==> src/rtl/mmcm_drp_reconfig.sv <==
`default_nettype none
// ============================================================================
// Module   : mmcm_drp_reconfig
// Brief    : Reprograms MMCME4 CLKOUTn integer dividers over DRP while the
//            MMCM is held in reset, then waits for LOCKED and reports status.
// Revision : 1.0 - initial release
// ============================================================================
module mmcm_drp_reconfig #(
    parameter int NUM_OUT      = 3,
    parameter int DIV_W        = 7,
    parameter int DRP_TIMEOUT  = 64,
    parameter int LOCK_TIMEOUT = 65535
) (
    input  logic                     clk_in0,
    input  logic                     reset,
    input  logic                     req_valid,
    output logic                     req_ready,
    input  logic [NUM_OUT*DIV_W-1:0] req_div,
    output logic                     busy,
    output logic                     done,
    output logic                     err,
    output logic                     mmcm_rst,
    input  logic                     locked,
    output logic [6:0]               daddr,
    output logic [15:0]              di,
    output logic                     den,
    output logic                     dwe,
    input  logic [15:0]              do_i,
    input  logic                     drdy,
    output logic                     clk_ce
);

    localparam int c_CNT_MAX = (DRP_TIMEOUT > LOCK_TIMEOUT) ? DRP_TIMEOUT : LOCK_TIMEOUT;
    localparam int c_CNT_W   = $clog2(c_CNT_MAX + 1);

    localparam logic [c_CNT_W-1:0] c_DRP_LAST  = c_CNT_W'(DRP_TIMEOUT - 1);
    localparam logic [c_CNT_W-1:0] c_LOCK_LAST = c_CNT_W'(LOCK_TIMEOUT - 1);
    localparam logic [2:0]         c_LAST_IDX  = 3'(NUM_OUT - 1);

    localparam logic [3:0] c_S_IDLE      = 4'd0;
    localparam logic [3:0] c_S_RST_ON    = 4'd1;
    localparam logic [3:0] c_S_RD1       = 4'd2;
    localparam logic [3:0] c_S_WR1       = 4'd3;
    localparam logic [3:0] c_S_RD2       = 4'd4;
    localparam logic [3:0] c_S_WR2       = 4'd5;
    localparam logic [3:0] c_S_RST_OFF   = 4'd6;
    localparam logic [3:0] c_S_WAIT_LOCK = 4'd7;
    localparam logic [3:0] c_S_DONE      = 4'd8;

    // ClkReg1 address per output; ClkReg2 always sits at the next odd address
    function automatic logic [6:0] reg1_addr(input logic [2:0] idx);
        case (idx)
            3'd0:    reg1_addr = 7'h08;
            3'd1:    reg1_addr = 7'h0A;
            3'd2:    reg1_addr = 7'h0C;
            3'd3:    reg1_addr = 7'h0E;
            3'd4:    reg1_addr = 7'h10;
            3'd5:    reg1_addr = 7'h06;
            default: reg1_addr = 7'h12;
        endcase
    endfunction

    logic [3:0]               r_state;
    logic                     r_req_ready;
    logic                     r_busy;
    logic                     r_done;
    logic                     r_err;
    logic                     r_err_flag;
    logic                     r_mmcm_rst;
    logic                     r_den;
    logic                     r_dwe;
    logic [6:0]               r_daddr;
    logic [15:0]              r_di;
    logic                     r_clk_ce;
    logic [2:0]               r_idx;
    logic [c_CNT_W-1:0]       r_cnt;
    logic [NUM_OUT*DIV_W-1:0] r_div;
    logic                     r_lock_s1;
    logic                     r_lock_s2;

    logic                     w_div_bad;
    logic [DIV_W-1:0]         w_cur_div;
    logic [DIV_W-1:0]         w_high;
    logic [DIV_W-1:0]         w_low;
    logic                     w_edge;
    logic                     w_nocnt;
    logic [6:0]               w_reg1_addr;
    logic [6:0]               w_reg2_addr;
    logic [15:0]              w_reg1_wr;
    logic [15:0]              w_reg2_wr;
    logic                     w_unused;

    always_comb begin
        w_div_bad = 1'b0;
        for (int i = 0; i < NUM_OUT; i++) begin
            if ((req_div[i*DIV_W +: DIV_W] == '0) ||
                (req_div[i*DIV_W +: DIV_W] > DIV_W'(126))) begin
                w_div_bad = 1'b1;
            end
        end
    end

    always_comb begin
        w_cur_div = '0;
        for (int i = 0; i < NUM_OUT; i++) begin
            if (r_idx == 3'(i)) begin
                w_cur_div = r_div[i*DIV_W +: DIV_W];
            end
        end
    end

    always_comb begin
        if (w_cur_div == DIV_W'(1)) begin
            w_high  = DIV_W'(1);
            w_low   = DIV_W'(1);
            w_edge  = 1'b0;
            w_nocnt = 1'b1;
        end else begin
            w_high  = w_cur_div >> 1;
            w_low   = w_cur_div - w_high;
            w_edge  = w_cur_div[0];
            w_nocnt = 1'b0;
        end
    end

    // Write data is built straight from the read response so the preserved
    // bits never need a separate holding register.
    assign w_reg1_addr = reg1_addr(r_idx);
    assign w_reg2_addr = {w_reg1_addr[6:1], 1'b1};
    assign w_reg1_wr   = {do_i[15:12], w_low[5:0], w_high[5:0]};
    assign w_reg2_wr   = {do_i[15:8], w_edge, w_nocnt, 6'b0};
    assign w_unused    = ^{do_i[7:0], w_high, w_low};

    always_ff @(posedge clk_in0) begin
        if (reset) begin
            r_state     <= c_S_IDLE;
            r_req_ready <= 1'b1;
            r_busy      <= 1'b0;
            r_done      <= 1'b0;
            r_err       <= 1'b0;
            r_err_flag  <= 1'b0;
            r_mmcm_rst  <= 1'b0;
            r_den       <= 1'b0;
            r_dwe       <= 1'b0;
            r_daddr     <= '0;
            r_di        <= '0;
            r_clk_ce    <= 1'b0;
            r_idx       <= '0;
            r_cnt       <= '0;
            r_div       <= '0;
            r_lock_s1   <= 1'b0;
            r_lock_s2   <= 1'b0;
        end else begin
            r_lock_s1 <= locked;
            r_lock_s2 <= r_lock_s1;
            r_den     <= 1'b0;
            r_dwe     <= 1'b0;
            r_done    <= 1'b0;

            case (r_state)
                c_S_IDLE: begin
                    r_clk_ce <= r_lock_s2;
                    if (req_valid && r_req_ready) begin
                        if (w_div_bad) begin
                            r_done <= 1'b1;
                            r_err  <= 1'b1;
                        end else begin
                            r_err       <= 1'b0;
                            r_err_flag  <= 1'b0;
                            r_div       <= req_div;
                            r_req_ready <= 1'b0;
                            r_busy      <= 1'b1;
                            r_mmcm_rst  <= 1'b1;
                            r_clk_ce    <= 1'b0;
                            r_state     <= c_S_RST_ON;
                        end
                    end
                end

                c_S_RST_ON: begin
                    r_idx   <= '0;
                    r_cnt   <= '0;
                    r_den   <= 1'b1;
                    r_daddr <= reg1_addr(3'd0);
                    r_state <= c_S_RD1;
                end

                c_S_RD1, c_S_WR1, c_S_RD2, c_S_WR2: begin
                    // A drdy in the den cycle belongs to nothing we issued
                    if (drdy && !r_den) begin
                        r_cnt <= '0;
                        case (r_state)
                            c_S_RD1: begin
                                r_den   <= 1'b1;
                                r_dwe   <= 1'b1;
                                r_di    <= w_reg1_wr;
                                r_state <= c_S_WR1;
                            end
                            c_S_WR1: begin
                                r_den   <= 1'b1;
                                r_daddr <= w_reg2_addr;
                                r_state <= c_S_RD2;
                            end
                            c_S_RD2: begin
                                r_den   <= 1'b1;
                                r_dwe   <= 1'b1;
                                r_di    <= w_reg2_wr;
                                r_state <= c_S_WR2;
                            end
                            default: begin
                                if (r_idx == c_LAST_IDX) begin
                                    r_mmcm_rst <= 1'b0;
                                    r_state    <= c_S_RST_OFF;
                                end else begin
                                    r_idx   <= r_idx + 3'd1;
                                    r_den   <= 1'b1;
                                    r_daddr <= reg1_addr(r_idx + 3'd1);
                                    r_state <= c_S_RD1;
                                end
                            end
                        endcase
                    end else if (r_cnt == c_DRP_LAST) begin
                        r_err_flag <= 1'b1;
                        r_mmcm_rst <= 1'b0;
                        r_state    <= c_S_RST_OFF;
                    end else begin
                        r_cnt <= r_cnt + c_CNT_W'(1);
                    end
                end

                c_S_RST_OFF: begin
                    r_cnt   <= '0;
                    r_state <= c_S_WAIT_LOCK;
                end

                c_S_WAIT_LOCK: begin
                    if (r_lock_s2) begin
                        r_done  <= 1'b1;
                        r_err   <= r_err_flag;
                        r_state <= c_S_DONE;
                    end else if (r_cnt == c_LOCK_LAST) begin
                        r_done  <= 1'b1;
                        r_err   <= 1'b1;
                        r_state <= c_S_DONE;
                    end else begin
                        r_cnt <= r_cnt + c_CNT_W'(1);
                    end
                end

                c_S_DONE: begin
                    r_busy      <= 1'b0;
                    r_req_ready <= 1'b1;
                    r_state     <= c_S_IDLE;
                end

                default: begin
                    r_state <= c_S_IDLE;
                end
            endcase
        end
    end

    assign req_ready = r_req_ready;
    assign busy      = r_busy;
    assign done      = r_done;
    assign err       = r_err;
    assign mmcm_rst  = r_mmcm_rst;
    assign daddr     = r_daddr;
    assign di        = r_di;
    assign den       = r_den;
    assign dwe       = r_dwe;
    assign clk_ce    = r_clk_ce;

endmodule
`default_nettype wire

==> config.mk <==
export PLATFORM = sky130hd
export DESIGN_NAME = mmcm_drp_reconfig
export DESIGN_NICKNAME = d
export VERILOG_FILES = /design/src/rtl/mmcm_drp_reconfig.sv
export SDC_FILE = /design/constraint.sdc
export NUM_CORES = 1
export LEC_CHECK = 0
export ABC_CLOCK_PERIOD_IN_PS = 4190
export CAP_MARGIN = 20
export CORE_MARGIN = 3
export CORE_UTILIZATION = 40
export DETAILED_ROUTE_END_ITERATION = 10
export PLACE_DENSITY = 0.59
export SYNTH_ARGS = -nofsm -noshare
export SYNTH_HDL_FRONTEND = slang
export SYNTH_SLANG_ARGS = --single-unit
==> constraint.sdc <==
create_clock -name clk_in0 -period 4.19 [get_ports clk_in0]
set_input_delay 0.838 -clock clk_in0 [delete_from_list [all_inputs] [get_ports clk_in0]]
set_output_delay 0.838 -clock clk_in0 [all_outputs]
set_load 0.02 [all_outputs]
After elaboration in Yosys (flattened, before gate mapping) --
Cells that the tools add are included. Widths: inputs -> output; s select.
Word-level totals: flip-flop bits (word level) 78, bits of input ports 42, output and inout bits 31, logic and storage cells 161
Cells by class: $add $sub $neg 3, $lt $le $gt $ge 3, equal/unequal tests 37, mux-type cells 65, bitwise logic cells 3, reduce and logical (&&, ||, !) cells 33
Operator list (count):
- $mux 16 | 4
- $pmux 5 s6 | 2
- $pmux 16 s3 | 1
- $mux 7 | 5
- $pmux 16 s2 | 1
- $mux 1 | 28
- $pmux 7 s2 | 2
- $mux 4 | 6
- $gt 7x7->1 const B | 3
- $logic_not 7->1 | 3
- $ne 2x2->1 const B | 10
- $pmux 4 s5 | 1
- $ne 3x3->1 const B | 6
- $add 16x1->16 const B | 1
- $eq 16x16->1 const B | 1
- $eq 16x6->1 const B | 1
- $eq 4x3->1 const B | 4
- $reduce_and 4->1 | 4
- $pmux 1 s2 | 7
- $eq 3x2->1 const B | 4
- $eq 3x3->1 const B | 4
- $mux 3 | 4
- $mux 6 | 2
- $reduce_and 3->1 | 4
- other kinds (22) | 36

Longest topological paths before layout --
depth after elaboration 8, mapped depth 14, depth with buffers taken out 14

Worst setup path after synthesis --
No wires, ideal clock.
kind flip-flop to flip-flop, start register r_idx[1], end register r_di[10], in the netlist di[10], setup time 0.132 ns, data arrival time 2.963 ns, data required time 4.058 ns, slack 1.096 ns, cell stages (with the launch flop) 15, buffers on the path 1, clock period less this slack 3.094 ns, cells stage by stage dfxtp_1 > inv_1 > ha_1 > buf_2 > nor3b_1 > a22oi_1 > a21oi_1 > inv_1 > fa_1 > a21o_1 > a21oi_1 > xnor2_1 > nor3_1 > a211oi_1 > nor3_1
Between the ends: word-level cells in the longest chain between the ends 7, elaborated cells on any way between the ends 10, those cells by class add/sub (1); eq/ne (3); mux (5); reduce/logical (1)
RTL lines:
- start, declared | line 75 | logic [2:0] r_idx;
- start signal, assigned | line 215 | r_idx <= r_idx + 3'd1;
- $logic_not 3->1 | line 106 | if (r_idx == 3'(i)) begin
- $mux 7 (2 in series) | line 106
- $mux 7 (*) | line 106
- $sub 6x6->6 or $eq 7x1->1 (tied branches) | line 120, 113
- $mux 6 (*) | line 113 | if (w_cur_div == DIV_W'(1)) begin
- $pmux 16 s2 (*) | line 192 | case (r_state)
- end signal, assigned | line 196 | r_di <= w_reg1_wr;
- end signal, assigned | line 207 | r_di <= w_reg2_wr;
- end, declared | line 73 | logic [15:0] r_di;
Mark *: on every way between the ends. The rest lies on a longest branch, timed or not. The select of a mux whose other input is x is not followed. A chain may end at the register's enable or synchronous reset.

Worst setup path after layout --
Same ends and word-level chain as after synthesis.

==> summary.md <==
| Metric | Value |
|---|---|
| Status | `finished clean` |
| Data arrival time of the critical path | `3660 ps` |
| Finished layout cell area | `5000 sq um` |
| Final Max Slew Viols | `0` |
| Sequential area share after synthesis | `37.2%` |
| Fin crit share | `82.1%` |
| Routed length per instance | `14.9 um` |
| Setup repair after global routing missed its margin | `false` |
| Cells after Synth | `499` |
| Hold_buf cts | `0` |
| Layout fillers | `964` |
| N_diodes | `0` |
| Avg Cell Area, Syn | `8.20 sq um` |
| Final std cells w/o fill | `690` |
| Die Width | `107 um` |
| I/O Buffers | `62` |
| Worst-path fanout max | `8` |
| Clock-pin slew on the worst setup and hold paths | `80 ps` |
| Initial antenna violation count | `0` |
| Final worst slack | `749 ps` |
| Nets | `612` |
| Final setup violation count | `0` |
| CTS root buf | `clkbuf_8` |
| Leak | `1.87 nW` |
| Peak supply drop | `0.220 mV` |
| GPL Wtd Cong | `0.827` |
| Critical path capture point type | `flop` |
| FFs w/ async S/R, synth | `0%` |
| Fmax achieved | `291 MHz` |
| I/O pins | `73` |
| DIE HEIGHT | `107 um` |
| Max Buffers Root-to-Sink | `2` |
| Area grow syn2layout | `22.2%` |
| CTS tree | `yes` |
| FP Rows | `36` |
| Crit path time final | `3440 ps` |
| Cell Area, Synth | `4090 sq um` |
| CP Launch Type | `flop` |
| Total Power | `2.45 mW` |
| Fin. Hold Viols | `0` |
| Initial core utilization | `41.5%` |
| DR vias | `3761` |
| 1st-iter DRT viols | `168` |
| Worst EP required | `4410 ps` |
| Synth Register Bits | `76` |
| Hold Crit Class | `flop to flop` |
| Headroom to the max-slew limit | `29.3%` |
| CP Class | `flop to flop` |
| Power density over the cells | `489 nW/um^2` |
| DRT antenna net count | `0` |
| Postcts setup bufs | `0` |
| Area of placed instances | `4790 sq um` |
| Post-Route Utilization | `50.7%` |
| Core area | `9860 sq um` |
| Die area | `11500 sq um` |
| Yosys cell types | `61` |
| Dpl ws | `727 ps` |
| Post-route setup TNS | `0 ps` |
| Max cap viols | `0` |
| First-pass GRT wire length | `17600 um` |
| # H-tree levels | `3` |
| HPWL Detailed | `7480 um` |
| Warnings from Yosys | `0` |
| Number of synthesized flops with an enable pin | `0` |
| Drt total wl | `10300 um` |
| Hold slack | `452 ps` |
| Clock sink total | `76` |
| Residual DRC count | `0` |
| Vias in the first global route | `3584` |
| Placed insts | `675` |
| 1st-pass router iterations | `5` |
| Vias per cell | `5.45` |
| Main flop type after synthesis | `dfxtp_1` |
| Post_cts resized | `0` |
| Gr ovfl total | `0` |
| Clock skew | `12.6 ps` |
| Worst skew pair latency | `350 ps` |
| CTS Buf Count | `9` |
| Largest net degree at the start of global routing | `39` |
| GRT Util Overall | `18.9%` |
| Share of layout cells above drive strength 1 | `6.64%` |
| Worst-margin pin slew | `1050 ps` |
==> Yosys cell counts (2+ instances only) <==
library cell | instances | area, sq um
dfxtp_1 | 76 | 1520
nor2_1 | 65 | 244
a21oi_1 | 51 | 255
nand2_1 | 36 | 135
o21ai_0 | 28 | 140
mux2i_1 | 24 | 240
inv_1 | 17 | 63.8
ha_1 | 16 | 200
nand3_1 | 16 | 80.1
clkbuf_1 | 14 | 52.6
nor2b_1 | 13 | 81.3
nor3_1 | 12 | 60.1
or3_1 | 11 | 68.8
a22oi_1 | 9 | 67.6
nor4_1 | 8 | 50.1
nand4_1 | 7 | 43.8
or4_1 | 7 | 52.6
xnor2_1 | 7 | 61.3
a211oi_1 | 5 | 37.5
buf_2 | 5 | 25.0
buf_4 | 5 | 37.5
o31ai_1 | 5 | 37.5
nand2b_1 | 4 | 25.0
nand3b_1 | 4 | 30.0
a221oi_1 | 3 | 26.3
and3_1 | 3 | 18.8
and4_1 | 3 | 26.3
mux2_2 | 3 | 33.8
o211ai_1 | 3 | 22.5
a2111oi_0 | 2 | 17.5
a211o_1 | 2 | 17.5
a21o_1 | 2 | 15.0
buf_6 | 2 | 22.5
nor3b_1 | 2 | 15.0
o22ai_1 | 2 | 12.5
o311a_1 | 2 | 20.0
==> layout by cell type (no fill, tap or decap), types with 13 or more instances in the layout <==
| master | synthesis | layout |
|---|---|---|
| a21oi_1 | 51 | 51 |
| nand3_1 | 16 | 16 |
| ha_1 | 16 | 16 |
| dfxtp_1 | 76 | 76 |
| o21ai_0 | 28 | 28 |
| clkdlybuf4s50_1 | 0 | 61 |
| mux2i_1 | 24 | 24 |
| nor2b_1 | 13 | 13 |
| inv_1 | 17 | 17 |
| nand2_1 | 36 | 36 |
| nor2_1 | 65 | 65 |
==> cell families (layout without fill, tap and decap cells) <==
kind of cell	after synthesis	count (layout)	synth area share [%]
xor+xnor	8	8	1.71
buf+inv	45	102	5.10
other cells	1	2	0.0916
fa+ha+maj	17	17	5.38
flops	76	76	37.2
simple gates	199	199	24.5
compound gates	126	126	19.3
mux	27	27	6.69
==> registers in the layout, summed over array words and instances (netlist names) <==
| signal | count |
|---|---|
| r_div | 21 |
| di | 16 |
| r_cnt | 16 |
| daddr | 5 |
| r_state | 4 |
| r_idx | 3 |
| busy | 1 |
| clk_ce | 1 |
| den | 1 |
| done | 1 |
| dwe | 1 |
| err | 1 |
| mmcm_rst | 1 |
| r_err_flag | 1 |
| r_lock_s1 | 1 |
| r_lock_s2 | 1 |
| req_ready | 1 |
==> report_power, final <==
part	internal, mW	total, mW	switching [mW]
clock network	0.333	0.604	0.271
logic	0.401	0.946	0.545
registers	0.810	0.895	0.0850
==> worst max-delay path: stages, from the launching register on <==
cell and delay, ps:
dfxtp_1 460, inv_1 150, ha_1 290, nor3b_1 440, a22oi_1 170, a21oi_1 290, inv_1 150, fa_1 470
a21o_1 190, a21oi_1 170, xnor2_1 140, nor3_1 60, a211oi_1 250, nor3_1 70
==> cell type report <==
class	count	area (sq um)	share of cell area [%]
tap	133	166	3.33
inverter	18	67.6	1.35
timing repair buffer	69	668	13.4
multi-input combinational	379	2370	47.3
clock inverter	6	90.1	1.80
sequential	76	1520	30.4
clock buffer	9	124	2.48
==> final timing paths <==
path	startpoint	endpoint	slack, ps	cells after the start
setup / recovery	r_idx[1]$_SDFFE_PP0P_	di[10]$_SDFFE_PP0P_	750	13
hold / removal	di[0]$_SDFFE_PP0P_	di[0]$_SDFFE_PP0P_	450	2
setup reg to reg	r_idx[1]$_SDFFE_PP0P_	di[10]$_SDFFE_PP0P_	750	13
hold reg to reg	di[0]$_SDFFE_PP0P_	di[0]$_SDFFE_PP0P_	450	2
==> per-layer routing <==
metal | wire length (um) | vias up | share of wire (%) | GRT usage, %
li1 | - | 1907 | - | -
met1 | 4860 | 1766 | 47 | 25.8
met2 | 4860 | 80 | 47 | 30.3
met3 | 452 | 8 | 4.4 | 4.94
met4 | 87 | 0 | 0.85 | 3.38
met5 | 0 | - | 0 | 0
(Power assumes the default switching activity.)
